==> config.mk <==
export PLATFORM = sky130hd
export DESIGN_NAME = pkt_rd_ctrl
export DESIGN_NICKNAME = d
export VERILOG_FILES = /design/src/rtl/pkt_rd_ctrl.sv
export SDC_FILE = /design/constraint.sdc
export NUM_CORES = 1
export LEC_CHECK = 0
export CAP_MARGIN = 20
export CORE_ASPECT_RATIO = 0.9
export CORE_UTILIZATION = 35
export CTS_CLUSTER_DIAMETER = 40
export DETAILED_ROUTE_END_ITERATION = 8
export GPL_TIMING_DRIVEN = 0
export PLACE_DENSITY = 0.61
export SLEW_MARGIN = 15
export SYNTH_ARGS = -nofsm -noshare
export SYNTH_HDL_FRONTEND = slang
export SYNTH_SLANG_ARGS = --single-unit
==> constraint.sdc <==
create_clock -name clk -period 3.6 [get_ports clk]
set_clock_uncertainty 0.15 [all_clocks]
set_input_delay 0.72 -clock clk [delete_from_list [all_inputs] [get_ports clk]]
set_output_delay 0.72 -clock clk [all_outputs]
set_load 0.1 [all_outputs]
==> src/rtl/pkt_rd_ctrl.sv <==
// pkt_rd_ctrl: Avalon-MM burst read master that fetches one captured packet record
// (4-word header followed by ceil(len/4) payload words) and pushes the payload into a
// downstream FIFO. Only one read burst is outstanding at a time.
`timescale 1ns/1ps

module pkt_rd_ctrl #(
    parameter int unsigned MAX_BURST     = 16,
    parameter int unsigned FIFO_DEPTH    = 512,
    parameter int unsigned MAX_PKT_BYTES = 2048
) (
    input  logic                          clk,
    input  logic                          reset,
    // Control interface
    input  logic                          rd_ctrl,
    input  logic [31:0]                   read_address,
    output logic                          rd_ctrl_rdy,
    output logic                          rd_err,
    output logic [31:0]                   pkt_seconds,
    output logic [31:0]                   pkt_nanosec,
    output logic [31:0]                   pkt_len,
    output logic [31:0]                   next_address,
    // Downstream FIFO
    output logic [31:0]                   fifo_in,
    output logic                          wr_to_fifo,
    input  logic [$clog2(FIFO_DEPTH)-1:0] usedw,
    // Avalon-MM read master
    output logic [31:0]                   address,
    output logic                          read,
    output logic [15:0]                   burstcount,
    input  logic [31:0]                   readdata,
    input  logic                          readdatavalid,
    input  logic                          waitrequest
);

    typedef enum logic [2:0] {
        StIdle,
        StHdrReq,
        StHdrWait,
        StCheck,
        StDataReq,
        StDataWait,
        StDone,
        StErr
    } state_e;

    state_e      state;
    logic [31:0] base_addr;   // record header address latched at start
    logic [31:0] len2;        // second copy of the length word
    logic [31:0] data_addr;   // byte address of the next payload burst
    logic [15:0] words_left;  // payload words still to be requested
    logic [15:0] beats_left;  // beats outstanding in the current data burst
    logic [1:0]  hdr_beat;    // header word index being received

    logic [15:0] burst_words;
    logic [31:0] fifo_space;
    logic        room_ok;
    logic        hdr_err;
    logic [31:0] burst_bytes;
    logic [15:0] words_after;

    // Burst sizing, FIFO headroom and header validity
    always_comb begin
        burst_words = (words_left > 16'(MAX_BURST)) ? 16'(MAX_BURST) : words_left;
        fifo_space  = 32'(FIFO_DEPTH) - 32'd1 - 32'(usedw);
        // Two spare entries cover the registered push and the usedw update lag.
        room_ok     = fifo_space >= (32'(burst_words) + 32'd2);
        hdr_err     = (pkt_len != len2) || (pkt_len == 32'd0) ||
                      (pkt_len > 32'(MAX_PKT_BYTES));
        burst_bytes = {14'd0, burstcount, 2'b00};
        words_after = words_left - burstcount;
    end

    // Control FSM with registered Avalon, FIFO and status outputs
    always_ff @(posedge clk or negedge reset) begin
        if (!reset) begin
            state        <= StIdle;
            base_addr    <= 32'd0;
            len2         <= 32'd0;
            data_addr    <= 32'd0;
            words_left   <= 16'd0;
            beats_left   <= 16'd0;
            hdr_beat     <= 2'd0;
            rd_ctrl_rdy  <= 1'b0;
            rd_err       <= 1'b0;
            pkt_seconds  <= 32'd0;
            pkt_nanosec  <= 32'd0;
            pkt_len      <= 32'd0;
            next_address <= 32'd0;
            fifo_in      <= 32'd0;
            wr_to_fifo   <= 1'b0;
            address      <= 32'd0;
            read         <= 1'b0;
            burstcount   <= 16'd0;
        end else begin
            // Strobes are single-cycle unless re-asserted below.
            wr_to_fifo  <= 1'b0;
            rd_ctrl_rdy <= 1'b0;
            rd_err      <= 1'b0;

            unique case (state)
                StIdle: begin
                    if (rd_ctrl) begin
                        base_addr  <= read_address;
                        address    <= read_address;
                        burstcount <= 16'd4;
                        read       <= 1'b1;
                        state      <= StHdrReq;
                    end
                end

                StHdrReq: begin
                    // read/address/burstcount stay put until the slave takes the command.
                    if (!waitrequest) begin
                        read     <= 1'b0;
                        hdr_beat <= 2'd0;
                        state    <= StHdrWait;
                    end
                end

                StHdrWait: begin
                    if (readdatavalid) begin
                        unique case (hdr_beat)
                            2'd0: pkt_seconds <= readdata;
                            2'd1: pkt_nanosec <= readdata;
                            2'd2: pkt_len     <= readdata;
                            2'd3: len2        <= readdata;
                        endcase
                        hdr_beat <= hdr_beat + 2'd1;
                        if (hdr_beat == 2'd3) begin
                            state <= StCheck;
                        end
                    end
                end

                StCheck: begin
                    if (hdr_err) begin
                        next_address <= base_addr + 32'd16;
                        rd_ctrl_rdy  <= 1'b1;
                        rd_err       <= 1'b1;
                        state        <= StErr;
                    end else begin
                        words_left <= 16'((pkt_len + 32'd3) >> 2);
                        data_addr  <= base_addr + 32'd16;
                        state      <= StDataReq;
                    end
                end

                StDataReq: begin
                    if (read) begin
                        if (!waitrequest) begin
                            read       <= 1'b0;
                            beats_left <= burstcount;
                            state      <= StDataWait;
                        end
                    end else if (room_ok) begin
                        // Once raised, read is held until accepted regardless of usedw.
                        read       <= 1'b1;
                        address    <= data_addr;
                        burstcount <= burst_words;
                    end
                end

                StDataWait: begin
                    if (readdatavalid) begin
                        fifo_in    <= readdata;
                        wr_to_fifo <= 1'b1;
                        beats_left <= beats_left - 16'd1;
                        if (beats_left == 16'd1) begin
                            data_addr  <= data_addr + burst_bytes;
                            words_left <= words_after;
                            if (words_after == 16'd0) begin
                                next_address <= data_addr + burst_bytes;
                                rd_ctrl_rdy  <= 1'b1;
                                state        <= StDone;
                            end else begin
                                state <= StDataReq;
                            end
                        end
                    end
                end

                StDone: begin
                    state <= StIdle;
                end

                StErr: begin
                    state <= StIdle;
                end

                default: begin
                    state <= StIdle;
                end
            endcase
        end
    end

endmodule

* Word level (Yosys, flattened, before mapping)
Index checks and enable logic that the tools add are counted.
Word-level totals: register bits 345, input bits 78
Operators by class: order comparisons 3, multiplexer cells 54, add/sub/neg operators 8, reduce and logical (&&, ||, !) cells 25, equality and inequality tests 25
Operators by type and width (number):
- 32-bit two-way mux | 10
- 32-bit one-hot mux with 2 select lines | 3
- 16-bit two-way mux | 10
- 16-bit one-hot mux with 2 select lines | 3
- 32-bit by 18-bit adder with 32-bit output | 1
- 32-bit by 5-bit adder with 32-bit output (second input constant) | 1
- 32-bit by 17-bit >= comparator with 1-bit output | 1
- 32-bit by 12-bit greater-than comparator with 1-bit output (second input constant) | 1
- 32-bit logical NOT | 1
- 32-bit inequality test | 1
- 2-bit inequality test (second input constant) | 13
- 3-bit two-way mux | 8
- 3-bit one-hot mux with 7 select lines | 1
- 18-bit by 2-bit adder with 18-bit output (second input constant) | 1
- 3-bit AND reduction | 6
- 16-bit by 2-bit adder with 17-bit output (second input constant) | 1
- 16-bit by 1-bit == test with 1-bit output (second input constant) | 1
- 16-bit by 5-bit greater-than comparator with 1-bit output (second input constant) | 1
- 16-bit logical NOT | 1
- 16-bit by 1-bit subtractor with 16-bit output (second input constant) | 1
- 16-bit subtractor | 1
- 3-bit == test (second input constant) | 4
- 1-bit two-way mux | 12
- 4-bit AND reduction | 3
- 19 further kinds | 29

* Depth between registers and ports, before layout
word-level depth 7, mapped depth 16, mapped depth without buffers 14

* Worst setup path before layout
OpenSTA, ideal clock, no wires.
path kind register -> register, from register burstcount[0], to register next_address[18], data arrival time 3659 ps, setup time 126 ps, buffers on the path 1, slack -335 ps, clock period less this slack 3935 ps, cell stages (with the launch flop) 12, cells stage by stage dfrtp_1 ha_1 fa_1 nor2b_1 o2111ai_1 and4_1 or3_1 nand4_1 and4bb_2 a41oi_2 buf_2 mux2_2
On the way: longest elaborated chain between the ends 5, elaborated cells on any way between the ends 9, those cells by class add/sub: 2; eq/ne: 1; mux: 4; reduce/logical: 2
Ends and longest elaborated chain:
- start: declaration | line 29 | output logic [15:0] burstcount,
- start signal: assignment | line 159 | burstcount <= burst_words;
- 32-bit by 18-bit adder with 32-bit output | line 172 | next_address <= data_addr + burst_bytes;
- 32-bit two-way mux | line 171 | if (words_after == 16'd0) begin
- 32-bit two-way mux | line 168 | if (beats_left == 16'd1) begin
- 32-bit two-way mux | line 164 | if (readdatavalid) begin
- 32-bit one-hot mux with 2 select lines | line 100 | unique case (state)
- end signal: assignment | line 137 | next_address <= base_addr + 32'd16;
- end signal: assignment | line 172
- end: declaration | line 21 | output logic [31:0] next_address,
Several ways; a longest one is shown, not always the timed one. The select of a mux whose other input is x is not followed. A chain may end at the register's enable or synchronous reset.

* Worst setup path after layout
from register burstcount[0], to register next_address[27]
The elaborated chain is that of the path after synthesis.

==> impl_results.md <==
- CTS clock-pin slew for the worst setup and hold paths: 0.05 ns
- Hold Vio Cnt, Final: 0
- Core region area: 49000 um2
- Antenna violations before repair: 1
- Routed WL: 56.7 mm
- Root buf cell: clkbuf_16
- Fillers: 4452
- Required @ worst endpoint: 3.94 ns
- Final setup viols: 0
- Proportion of layout cells with a drive suffix above 1: 18.6%
- DR vias: 14400
- Synth-to-layout area growth: 37.0%
- Fin crit share: 97.9%
- Num rows: 77
- Max cap viols: 0
- 1st-pass router iterations: 5
- Vias in the first global route: 14300
- Syn Std Cell Area: 17400 um2
- Area share of the largest cell type after synthesis: 49.7%
- Initial drt markers: 1087
- CP arrival: 3.86 ns
- Fin crit period: 3.52 ns
- CP Launch Type: register
- Design area: 23800 um2
- Ys Warns: 0
- I/O Pins: 290
- Worst-Margin Slew: 1.08 ns
- Critical path endpoint category: register
- Placer Congestion: 0.917
- TritonCTS clock tree: done
- DP HPWL: 40.9 mm
- Main synth FF type: dfrtp_1
- Die Footprint: 50600 um2
- Distinct cells, synth: 62
- DR WL/cell: 21.0 um
- Grt ovf: 0
- Final Max Tran Viols: 0
- Mapped Cells: 1648
- Register area share after synthesis: 49.7%
- Syn Area/Cell: 10.5 um2
- Number of synthesized flops with an enable pin: 0
- Top cells by area, synth: dfrtp_1 (50%), mux2_2 (12%), nand2_1 (4.6%), ha_1 (3.5%), xnor2_1 (3.0%)
- Crit Path Max Fanout: 5
- Largest net degree at the start of global routing: 104
- Final hold slack: 0.338 ns
- Unrepaired setup endpoints after global routing: yes
- H-tree depth: 2
- Remaining DRCs: 0
- Initial Util: 35.4%
- Status: complete, no violations
- Bufs on Longest Clock Path: 3
- Most frequent cells after synthesis: dfrtp_1 (345), nand2_1 (213), mux2_2 (182)
- Buffers on Ports: 289
- First-pass GRT wire length: 85.3 mm
- Overall routing resource usage: 22.0%
- Worst hold-check path type: reg2reg
- Peak Freq: 0.284 GHz
- Worst skew pair latency: 0.61 ns
- Die X: 237 um
- Vias per cell: 5.33
- CTS Buf Count: 56
- DRT antenna net count: 0
- Synth area leader: dfrtp_1
- Share of flip-flops with an asynchronous set or reset: 100%
- Die height: 213 um
- Critical path type: reg2reg
- Placed cell area: 21200 um2
- Most common cell in the netlist: dfrtp_1
- Flops & latches, synth: 345
- Rel. slew slack: 27.8%
- Total clock sinks: 345
- Final nets: 2149
## through the flow
| step | cells | TNS, ns | util (%) | setup slack [ns] |
|---|---|---|---|---|
| finish | 2701 | 0 | 48.6 | 0.0760 |
| global route | 2701 | -0.777 | 48.6 | -0.0371 |
| CTS | 2691 | 0 | 47.9 | 0.00214 |
| detailed placement | 2575 | -59.66 | 43.2 | -1.28 |
| global placement | 2572 | -4816.06 | 43.0 | -16.24 |
| floorplan | 1651 | 0 | - | 0.0183 |
## metal layers
layer | vias up | track usage, % | wire length [um]
met3 | 109 | 5.57 | 4190
met2 | 497 | 35.8 | 26100
li1 | 6649 | - | -
met5 | - | 0 | 0
met4 | 0 | 7.14 | 1710
met1 | 7135 | 28.7 | 24600
## critical path, cell delays in order, from the launching register on
cell and delay, ns:
dfrtp_4 0.53, ha_4 0.18, fa_2 0.39, nor2b_4 0.17
o2111ai_4 0.14, and4_1 0.24, or3_4 0.37, nand4_1 0.10
and4bb_4 0.27, a41oi_4 0.22, bufbuf_16 0.31, mux2_2 0.32
## path summary, 6_finish.rpt
kind	cells after the start	endpoint	slack (ns)	start
max in group asynchronous	5	fifo_in[16]$_DFFE_PN0P_	1.01	reset
min in group asynchronous	2	address[7]$_DFFE_PN0P_	0.49	reset
hold / removal	2	beats_left[14]$_DFFE_PN0P_	0.34	beats_left[14]$_DFFE_PN0P_
hold reg to reg	2	beats_left[14]$_DFFE_PN0P_	0.34	beats_left[14]$_DFFE_PN0P_
setup / recovery	11	next_address[27]$_DFFE_PN0P_	0.08	burstcount[0]$_DFFE_PN0P_
setup reg to reg	11	next_address[27]$_DFFE_PN0P_	0.08	burstcount[0]$_DFFE_PN0P_
## cell type report
class	count	area, um2	area share [%]
Timing Repair Buffer	315	3270	13.7
Antenna cell	1	2.50	0.0105
Clock buffer	67	1510	6.35
Tap cell	632	791	3.32
Inverter	65	244	1.02
Buffer	76	412	1.73
Multi-Input combinational cell	1162	8460	35.5
Clock inverter	38	483	2.03
Sequential cell	345	8650	36.3
## cell families (layout without fill, tap and decap cells)
logic type / after synthesis / after routing / synth area share, %
AOI/OAI and AO/OA: 296 / 296 / 11.3
xor gates and xnor gates: 91 / 91 / 4.59
adders and majority gates: 50 / 50 / 3.69
buffers and inverters: 144 / 561 / 3.24
DFF: 345 / 345 / 49.7
muxes: 219 / 219 / 14.2
other: 1 / 5 / 0.0216
and+or+nand+nor: 502 / 502 / 13.3
## timing repair
action | 4_1_cts | 5_1_grt
hold buffers | 1 | 0
pin swaps | 6 | 17
gates cloned | 1 | 4
endpoints found under the hold margin | 62 | 0
gates resized for setup | 42 | 44
buffers inserted | 11 | 6
setup endpoints to repair | 82 | 78
## layout by cell type, fill, tap and decap left out, drive strengths merged, types with 5 or more instances in the layout
cell type      instances
dfrtp                345
clkdlybuf4s50        288
nand2                213
mux2                 190
clkbuf               124
nor2                 102
inv                   83
o21ai                 82
a21oi                 66
xnor2                 60
ha                    48
buf                   44
nor3                  38
a22oi                 36
a221o                 32
nand3                 32
xor2                  31
mux2i                 29
nand4                 24
nor4                  21
and3                  16
a21o                  16
nand2b                10
o21a                   9
a211oi                 8
clkinv                 8
a31oi                  7
and4                   7
clkinvlp               7
nor2b                  7
or3                    7
and2                   6
o211ai                 6
nor3b                  6
or2                    5
o31ai                  5
bufinv                 5
## registers in the layout, indices dropped and copies added (netlist names)
| name | count |
|---|---|
| wr_to_fifo | 1 |
| read | 1 |
| next_address | 32 |
| burstcount | 16 |
| pkt_len | 32 |
| state | 3 |
| data_addr | 32 |
| len2 | 32 |
| fifo_in | 32 |
| pkt_seconds | 32 |
| base_addr | 32 |
| address | 32 |
| pkt_nanosec | 32 |
| words_left | 16 |
| beats_left | 16 |
| rd_err | 1 |
| rd_ctrl_rdy | 1 |
| hdr_beat | 2 |
Power is left out: the tool's default activity adds up to more than one toggle a clock period on the data nets, which glitch-free logic cannot reach.
